<file path="src/rtl/la_vrrarb_pkg.sv">
// la_vrrarb_pkg
//   Shared definitions for the la_vrrarb round-robin packet-locking arbiter.
//   - state_t     : arbiter state encoding (IDLE = 1'b0, LOCK = 1'b1)
//   - ptr_width() : width of the round-robin pointer, max(1, $clog2(n))
//   Build option used by la_vrrarb: LA_VRRARB_OUTREG_EN (registered output stage).
package la_vrrarb_pkg;

  typedef enum logic {
    IDLE = 1'b0,
    LOCK = 1'b1
  } state_t;

  // A single requester still needs a 1-bit pointer so the port is never zero-width.
  function automatic int ptr_width(input int n);
    return (n <= 1) ? 1 : $clog2(n);
  endfunction

endpackage

</file>
<file path="src/rtl/la_vmux.sv">
// la_vmux
//   One-hot vector multiplexer: out is the OR of every input lane whose select
//   bit is set. With an all-zero select the output is zero.
//   Parameters: N lanes, W bits per lane, PROP cell property (library hint).
//   Ports:
//     sel [N-1:0]   one-hot lane select
//     in  [W*N-1:0] concatenated lanes {.., in1, in0}
//     out [W-1:0]   selected lane
module la_vmux #(
  parameter int N    = 4,
  parameter int W    = 8,
  parameter     PROP = "DEFAULT"
) (
  input  logic [N-1:0]   sel,
  input  logic [W*N-1:0] in,
  output logic [W-1:0]   out
);

  logic [W-1:0] masked [N];

  for (genvar gi = 0; gi < N; gi++) begin : g_lane
    assign masked[gi] = in[gi*W +: W] & {W{sel[gi]}};
  end

  always_comb begin
    out = '0;
    for (int i = 0; i < N; i++) begin
      out = out | masked[i];
    end
  end

endmodule

</file>
<file path="src/rtl/la_vrrarb_pick.sv">
// la_vrrarb_pick
//   Combinational round-robin picker. Scans req starting at index ptr, wrapping
//   from N-1 back to 0, and returns the first set bit.
//   Ports:
//     req [N-1:0]  request vector
//     ptr [PW-1:0] highest-priority index
//     gnt [N-1:0]  one-hot winner (zero when req is zero)
//     idx [PW-1:0] binary index of the winner (zero when req is zero)
module la_vrrarb_pick
  import la_vrrarb_pkg::*;
#(
  parameter int N  = 4,
  parameter int PW = ptr_width(N)
) (
  input  logic [N-1:0]  req,
  input  logic [PW-1:0] ptr,
  output logic [N-1:0]  gnt,
  output logic [PW-1:0] idx
);

  always_comb begin
    logic found;
    int   j;
    gnt   = '0;
    idx   = '0;
    found = 1'b0;
    j     = 0;
    for (int i = 0; i < N; i++) begin
      j = int'(ptr) + i;
      if (j >= N) j = j - N;
      if (!found && req[j]) begin
        found  = 1'b1;
        gnt[j] = 1'b1;
        idx    = PW'(j);
      end
    end
  end

endmodule

</file>
<file path="src/rtl/la_vrrarb.sv">
// la_vrrarb
//   Round-robin, packet-locking arbiter: N requester streams share one W-bit
//   output channel. A winner keeps the channel until its last beat is accepted;
//   the next owner is picked in the same cycle so packets run back to back.
//   Build option: LA_VRRARB_OUTREG_EN adds a 1-entry register on out_*.
//   Ports:
//     clk, reset            clock and synchronous active-high reset
//     in_valid/in_last [N]  per-requester beat valid / end of packet
//     in_data [W*N]         concatenated {.., in1, in0}
//     in_ready [N]          per-requester accept (only the owner's bit can be 1)
//     out_valid/out_last    output beat valid / end of packet
//     out_data [W]          output beat
//     out_ready             consumer accept
//     grant [N]             registered one-hot owner, 0 when idle
//     busy                  arbiter is locked to an owner
module la_vrrarb
  import la_vrrarb_pkg::*;
#(
  parameter int N    = 4,
  parameter int W    = 8,
  parameter     PROP = "DEFAULT"
) (
  input  logic           clk,
  input  logic           reset,
  input  logic [N-1:0]   in_valid,
  input  logic [N-1:0]   in_last,
  input  logic [W*N-1:0] in_data,
  output logic [N-1:0]   in_ready,
  output logic           out_valid,
  output logic           out_last,
  output logic [W-1:0]   out_data,
  input  logic           out_ready,
  output logic [N-1:0]   grant,
  output logic           busy
);

  localparam int PW = ptr_width(N);

  state_t        state_q, state_d;
  logic [N-1:0]  grant_q, grant_d;
  logic [PW-1:0] ptr_q, ptr_d;
  logic [PW-1:0] owner_q, owner_d;

  logic [PW-1:0] ptr_next;
  logic [N-1:0]  pick_req, pick_gnt;
  logic [PW-1:0] pick_ptr, pick_idx;
  logic [W-1:0]  mux_data;
  logic          mux_valid, mux_last;
  logic          stage_ready;
  logic [N-1:0]  accept;
  logic          last_accept;

  // Pointer after the current owner finishes; wraps N-1 -> 0 (always 0 for N = 1).
  assign ptr_next = (owner_q == PW'(N - 1)) ? '0 : owner_q + 1'b1;

  // In IDLE everyone competes from ptr_q. In LOCK the picker is only consulted
  // at last accept: the finishing owner is masked out and the new pointer applies.
  assign pick_req = (state_q == IDLE) ? in_valid : (in_valid & ~grant_q);
  assign pick_ptr = (state_q == IDLE) ? ptr_q : ptr_next;

  la_vrrarb_pick #(.N(N), .PW(PW)) u_pick (
    .req (pick_req),
    .ptr (pick_ptr),
    .gnt (pick_gnt),
    .idx (pick_idx)
  );

  la_vmux #(.N(N), .W(W), .PROP(PROP)) u_mux (
    .sel (grant_q),
    .in  (in_data),
    .out (mux_data)
  );

  assign mux_valid = |(grant_q & in_valid);
  assign mux_last  = |(grant_q & in_last);

`ifdef LA_VRRARB_OUTREG_EN
  logic         out_valid_q, out_valid_d;
  logic         out_last_q, out_last_d;
  logic [W-1:0] out_data_q, out_data_d;

  // The stage can take a new beat when empty or when its beat leaves this cycle.
  assign stage_ready = ~out_valid_q | out_ready;

  always_comb begin
    out_valid_d = out_valid_q;
    out_last_d  = out_last_q;
    out_data_d  = out_data_q;
    if (stage_ready) begin
      out_valid_d = mux_valid;
      out_last_d  = mux_last;
      out_data_d  = mux_data;
    end
  end

  always_ff @(posedge clk) begin
    if (reset) begin
      out_valid_q <= 1'b0;
      out_last_q  <= 1'b0;
      out_data_q  <= '0;
    end else begin
      out_valid_q <= out_valid_d;
      out_last_q  <= out_last_d;
      out_data_q  <= out_data_d;
    end
  end

  assign out_valid = out_valid_q;
  assign out_last  = out_last_q;
  assign out_data  = out_data_q;
`else
  assign stage_ready = out_ready;
  assign out_valid   = mux_valid;
  assign out_last    = mux_last;
  assign out_data    = mux_data;
`endif

  assign in_ready = grant_q & {N{stage_ready}};

  // Packet completion is judged on the input side, so with the output register
  // re-arbitration overlaps the final output beat.
  assign accept      = grant_q & in_valid & in_ready;
  assign last_accept = |(accept & in_last);

  always_comb begin
    state_d = state_q;
    grant_d = grant_q;
    ptr_d   = ptr_q;
    owner_d = owner_q;
    case (state_q)
      IDLE: begin
        if (|in_valid) begin
          grant_d = pick_gnt;
          owner_d = pick_idx;
          state_d = LOCK;
        end
      end
      LOCK: begin
        // An owner that drops valid mid-packet simply holds the lock.
        if (last_accept) begin
          ptr_d = ptr_next;
          if (|pick_req) begin
            grant_d = pick_gnt;
            owner_d = pick_idx;
          end else begin
            grant_d = '0;
            state_d = IDLE;
          end
        end
      end
      default: begin
        grant_d = '0;
        state_d = IDLE;
      end
    endcase
  end

  always_ff @(posedge clk) begin
    if (reset) begin
      state_q <= IDLE;
      grant_q <= '0;
      ptr_q   <= '0;
      owner_q <= '0;
    end else begin
      state_q <= state_d;
      grant_q <= grant_d;
      ptr_q   <= ptr_d;
      owner_q <= owner_d;
    end
  end

  assign grant = grant_q;
  assign busy  = (state_q == LOCK);

endmodule

</file>
<file path="config.mk">
export PLATFORM = sky130hd
export DESIGN_NAME = la_vrrarb
export DESIGN_NICKNAME = d
export VERILOG_FILES = /design/src/rtl/la_vrrarb_pkg.sv /design/src/rtl/la_vmux.sv /design/src/rtl/la_vrrarb_pick.sv /design/src/rtl/la_vrrarb.sv
export SDC_FILE = /design/constraint.sdc
export NUM_CORES = 1
export LEC_CHECK = 0
export ABC_AREA = 1
export CAP_MARGIN = 20
export CORE_MARGIN = 2
export CORE_UTILIZATION = 30
export CTS_BUF_LIST = sky130_fd_sc_hd__clkbuf_4 sky130_fd_sc_hd__clkbuf_8 sky130_fd_sc_hd__clkbuf_16
export CTS_CLUSTER_DIAMETER = 50
export DETAILED_ROUTE_END_ITERATION = 6
export GPL_TIMING_DRIVEN = 0
export PLACE_DENSITY = 0.6
export SLEW_MARGIN = 20
export SYNTH_ARGS = -nofsm -noshare
export SYNTH_HDL_FRONTEND = slang
export SYNTH_SLANG_ARGS = --single-unit
</file>
<file path="constraint.sdc">
create_clock -name clk -period 2.5 [get_ports clk]
set_input_delay 0.5 -clock clk [delete_from_list [all_inputs] [get_ports clk]]
set_output_delay 0.5 -clock clk [all_outputs]
set_load 0.005 [all_outputs]
</file>
Word level (Yosys, flattened, before mapping)

Cells that the tools add are included.

Add/subtract/negate cells: 8
$mul: 0
Divide/modulo/power cells: 0
Magnitude comparators: 12
Eq/ne operators: 4
Shifts and indexed selects: 0
Multiplexer cells: 50
Bitwise logic cells: 18
Reduce and logical (&&, ||, !) cells: 18

Operators with widths:

| kind                                                  | count |
|---|---|
| >= comparator 32 x 1 -> 1 bit, second input constant  | 4 |
| < comparator 32 x 4 -> 1 bit, second input constant   | 4 |
| 2-to-1 mux 32 bit                                     | 4 |
| >= comparator 32 x 4 -> 1 bit, second input constant  | 3 |
| subtractor 32 x 4 -> 32 bit, second input constant    | 3 |
| bitwise AND 8 bit                                     | 4 |
| 2-to-1 mux 4 bit                                      | 8 |
| bitwise AND 4 bit                                     | 6 |
| OR 8 bit                                              | 3 |
| OR reduction 4 bit                                    | 5 |
| 2-to-1 mux 1 bit                                      | 18 |
| 2-to-1 mux 2 bit                                      | 9 |
| OR 4 bit                                              | 3 |
| binary-select mux 1 bit (select 2 bit)                | 4 |
| demux 1 bit (select 2 bit)                            | 4 |
| case mux 4 bit (2 select lines)                       | 1 |
| logical AND 1 bit                                     | 7 |
| adder 2 x 2 -> 3 bit, second input constant           | 2 |
| inequality test 2 x 1 -> 1 bit, second input constant | 3 |
| NOT 4 bit                                             | 1 |
| case mux 2 bit (2 select lines)                       | 1 |
| AND reduction 2 bit                                   | 2 |
| subtractor 2 x 3 -> 4 bit, second input constant      | 1 |
| adder 2 x 1 -> 3 bit, second input constant           | 1 |
| 7 further kinds                                       | 9 |

Register bits after elaboration: 9
Bits in latches: 0
RAM bits: 0
Bits in read-only memories: 0
Input bits: 43
Output and inout bits: 19
Word-level logic and storage cells: 114
Memories kept: 0

Logic depth before layout (Yosys ltp)

Depth in word-level cells: 21
Depth in mapped cells: 16
Depth with buffers taken out: 16

Cells and area by module

From an unflattened synthesis, not the netlist that was laid out.

Cells, all modules: 258
Area total of the unflattened synthesis: 1455.1 um2

Modules (own cells, without submodules):

| module         | instances | cells each | area an instance (um2) | seq. area each (um2) |
|---|---|---|---|---|
| la_vrrarb      | 1         | 97         | 611.8                  | 180.2 |
| la_vrrarb_pick | 1         | 85         | 553.0                  | 0.0 |
| la_vmux        | 1         | 76         | 290.3                  | 0.0 |

Worst setup path after synthesis

No wires, ideal clock.

Path type: reg-to-reg
From: register owner_q[0]
To: register owner_q[0]
Setup time: 0.109 ns
Arrival time: 1.968 ns
Required time: 2.391 ns
Setup slack: 0.423 ns
Stages on the path, launching flop included: 16
Path buffers: 0
Period minus slack after synthesis: 2.077 ns
Cells stage by stage: dfxtp_1 ha_1 nor2_2 nand2_4 nand2_4 inv_1 ha_1 inv_1 nand3_1 nand2_4 nor2_8 nand2_2 nand3_1 nand3_1 nand2_1 inv_1

Word-level cells in the longest chain between the ends: 21
Elaborated cells between the ends (all ways): 48
Those cells by class: add/sub: 8; order compare: 4; eq/ne: 1; mux: 29; reduce/logical: 6

Ends and longest elaborated chain:

| what                                                                                 | line                 | source |
|---|---|---|
| start, declared                                                                      | la_vrrarb.sv:42      | `logic [PW-1:0] owner_q, owner_d;` |
| start signal, assigned                                                               | la_vrrarb.sv:168     | `owner_q <= owner_d;` |
| adder 2 x 1 -> 2 bit / == test 2 bit (equally long branches)                         | la_vrrarb.sv:54      | `assign ptr_next = (owner_q == PW'(N - 1)) ? '0 : owner_q + 1'b1;` |
| 2-to-1 mux 2 bit (*)                                                                 | la_vrrarb.sv:54      |  |
| 2-to-1 mux 2 bit (*)                                                                 | la_vrrarb.sv:59      | `assign pick_ptr = (state_q == IDLE) ? ptr_q : ptr_next;` |
| parallel branches: the longest is 14 deep, another holds subtractor 32 x 4 -> 32 bit | n/a                  |  |
| 2-to-1 mux 2 bit (*)                                                                 | la_vrrarb_pick.sv:31 | `if (!found && req[j]) begin` |
| 2-to-1 mux 2 bit                                                                     | la_vrrarb.sv:142     | `if (\|pick_req) begin` |
| 2-to-1 mux 2 bit                                                                     | la_vrrarb.sv:140     | `if (last_accept) begin` |
| case mux 2 bit (2 select lines) (*)                                                  | la_vrrarb.sv:130     | `case (state_q)` |

Every way passes the cells marked *. The select of a mux whose other input is x is not followed.
A chain may end at the register's enable or synchronous reset.

Worst setup path after layout

From: register grant_q[0], in the netlist grant[0]
To: output port out_valid

Word-level cells in the longest chain between the ends: 2

Ends and longest elaborated chain:

| what                   | line             | source |
|---|---|---|
| start, declared        | la_vrrarb.sv:40  | `logic [N-1:0] grant_q, grant_d;` |
| start signal, assigned | la_vrrarb.sv:166 | `grant_q <= grant_d;` |
| bitwise AND 4 bit      | la_vrrarb.sv:74  | `assign mux_valid = \|(grant_q & in_valid);` |
| OR reduction 4 bit     | la_vrrarb.sv:74  |  |
| end, declared          | la_vrrarb.sv:29  | `output logic out_valid,` |

No other way between the ends.

==> impl_metrics.json <==
{
  "mostFrequentLayoutCells": "nand2_1 (81), clkdlybuf4s50_1 (60), nand3_1 (27)",
  "start_util_pct": 31.4,
  "drv_cap": 0,
  "required_ps": 2000,
  "chipHeight_um": 68.9,
  "ant_nets": 0,
  "crit_path_top_delay_cell": "clkdlybuf4s50_1",
  "dieArea_mm2": 0.00475,
  "power_switching_mw": 0.379,
  "clkPwrFrac_pct": 19.0,
  "crit_fanout": 10,
  "max_slew.worst_pin.slew_ps": 544,
  "grt_overflow": 0,
  "cp.arrival_ps": 1830,
  "coreArea_mm2": 0.00403,
  "insertion_delay_ps": 230,
  "drcViolationCount": 0,
  "cts_buffer_depth": 2,
  "finalCritPeriodShare_pct": 93.2,
  "setup_viol": 0,
  "vdd.ir_drop.worst_mv": 0.250,
  "max_freq_mhz": 429,
  "synth_area_mm2": 0.00126,
  "first_iter_violations": 39,
  "cpPeakStageDelay_ps": 530,
  "wl_um": 4120,
  "powerDensity_mw_per_mm2": 467,
  "htree_levels": 1,
  "syn_area_per_cell_um2": 6.02,
  "ys_seq_area_share_pct": 14.3,
  "io_buffers": 60,
  "path_class": "register to output pin",
  "n_antenna_cell": 0,
  "slew_viol_final": 0,
  "period_minus_slack_ps": 2330,
  "layout_commonest_cell": "nand2_1",
  "clock_skew_ps": 2.57,
  "grt_pass1_vias": 1306,
  "maxSlewHeadroom_pct": 63.7,
  "post-route-util_pct": 49.3,
  "cts_root_buf": "clkbuf_8",
  "startpoint_type": "register",
  "ios": 62,
  "hold_class": "register to register",
  "dr.pass1.iters": 4,
  "rrSetupSlack_ps": 260,
  "rsz0062_at_grt": "no",
  "synthCells": 210,
  "leakage_nw": 0.845,
  "path_cells": "clkbuf_1 -> nand2_1 -> nand4_1 -> clkdlybuf4s50_1",
  "grt_max_degree": 11,
  "via_per_inst": 4.78,
  "row_count": 23,
  "swShare_pct": 40.9,
  "ys_warn_count": 0,
  "fin_tns_setup_ps": 0,
  "cts_sinks": 9,
  "drive_gt1_share_pct": 14.6,
  "vias": 1548,
  "antenna_found_initial": 0,
  "grt_use_total_pct": 17.0,
  "outcome": "completed",
  "syn_to_final_growth_pct": 57.3,
  "pwr-share-seq_pct": 19.1,
  "synth_seq_cells": 9,
  "fp.dieW_um": 68.9,
  "cts_tree": "done",
  "worstSetupEndpointType": "output pin",
  "combPwrFrac_pct": 61.9,
  "ys_types": 28,
  "dp_hpwl_um": 3350,
  "cts_buffers": 3,
  "grt_first_pass_wirelength_um": 6110,
  "finalWeightedCongestion": 0.819,
  "p_int_mw": 0.549,
  "synthesis.nets": 261,
  "route.detailed.wl_per_inst_um": 12.7,
  "ctsHoldBuffers": 0,
  "timing_hold_violations_final": 0,
  "nNetsFinal": 326,
  "path_clk_slew_ps": 50
}
## cell families (layout without fill, tap and decap cells)
logic type	after synthesis	after routing	share of synthesized area (%)
AO/OA/AOI/OAI	14	14	8.22
adder cells (fa/ha/maj)	8	8	7.92
AND/OR/NAND/NOR	158	158	62.6
buffers and inverters	21	85	7.03
flip-flops	9	9	14.3
## through the flow
step                      setup WS [ps]  total power, mW  instances  area [um2]  hold slack, ps
after floorplan                     423            0.515        210        1260             470
after global placement              182            0.748        320        1930             496
after detailed placement            181            0.746        320        1930             498
after CTS                           142            0.928        324        1980             507
after global routing               15.7             1.01        324        1990             521
final                               170            0.927        324        1990             508
## cell type report
type | count | area (um2)
flip-flops and latches | 9 | 180
well taps | 50 | 62.6
multi-input cells | 180 | 1010
fillers | 430 | 2040
inverters | 15 | 58.8
repair buffers | 60 | 601
clock buffers | 4 | 48.8
plain buffers | 6 | 30.0
## sequential cells by signal, indices dropped and copies added (netlist names)
name and count:
grant 4, ptr_q 2, busy 1, owner_q 2
## what timing repair did
| item | CTS | global route |
|---|---|---|
| buffers inserted | 0 | 0 |
| setup endpoints to repair | 0 | 4 |
| gates resized for setup | 0 | 1 |
## worst paths after layout
kind / startpoint / endpoint / cells past startpoint
worst min-delay path: ptr_q[0] / ptr_q[0] / 2
worst max register to register: owner_q[0] / owner_q[0] / 15
worst min register to register: ptr_q[0] / ptr_q[0] / 2
worst max-delay path: grant[0] / out_valid / 4
## metal layers
layer | GRT usage [%] | part of all wire (%) | vias up
met3 | 3.41 | 3.6 | 0
met4 | 0 | 0 | 0
met5 | 0 | 0 | -
met1 | 24.5 | 46 | 701
met2 | 27.8 | 50 | 27
li1 | - | - | 820
## critical path, delay by kind of cell, from the launching register on
kind / cells / cell delay (ps)
and+or+nand+nor: 2 / 200
DFF: 1 / 430
buffers and inverters: 2 / 970
## cells in the mapped netlist
| master | n | area [um2] |
|---|---|---|
| nor2_4 | 1 | 11.3 |
| nor2_8 | 1 | 20.0 |
| ha_1 | 8 | 100 |
| dfxtp_1 | 9 | 180 |
| nand2_2 | 14 | 87.6 |
| clkbuf_1 | 4 | 15.0 |
| nand3_1 | 27 | 135 |
| o21ai_0 | 3 | 15.0 |
| nand2_1 | 81 | 304 |
| clkinv_1 | 4 | 15.0 |
| buf_1 | 1 | 3.75 |
| o21ai_1 | 2 | 10.0 |
| a211oi_1 | 2 | 15.0 |
| nor2_1 | 9 | 33.8 |
| nor4_1 | 1 | 6.26 |
| o21ai_4 | 1 | 16.3 |
| a21oi_2 | 4 | 35.0 |
| or2_0 | 1 | 6.26 |
| a21oi_1 | 1 | 5.00 |
| nand2_4 | 4 | 45.0 |
| nor2_2 | 1 | 6.26 |
| o21bai_1 | 1 | 7.51 |
| inv_1 | 9 | 33.8 |
| inv_2 | 1 | 3.75 |
| nand3_2 | 6 | 60.1 |
| buf_6 | 1 | 11.3 |
| inv_4 | 1 | 6.26 |
| nand4_1 | 12 | 75.1 |
## power by group through the flow
stage	Sequential (mW)	Combinational [mW]	Clock (mW)
after floorplan	0.176	0.339	0
after global placement	0.180	0.568	0
after detailed placement	0.180	0.566	0
after CTS	0.177	0.569	0.182
after global routing	0.179	0.640	0.193
final	0.177	0.574	0.177
(Power assumes the default switching activity.)
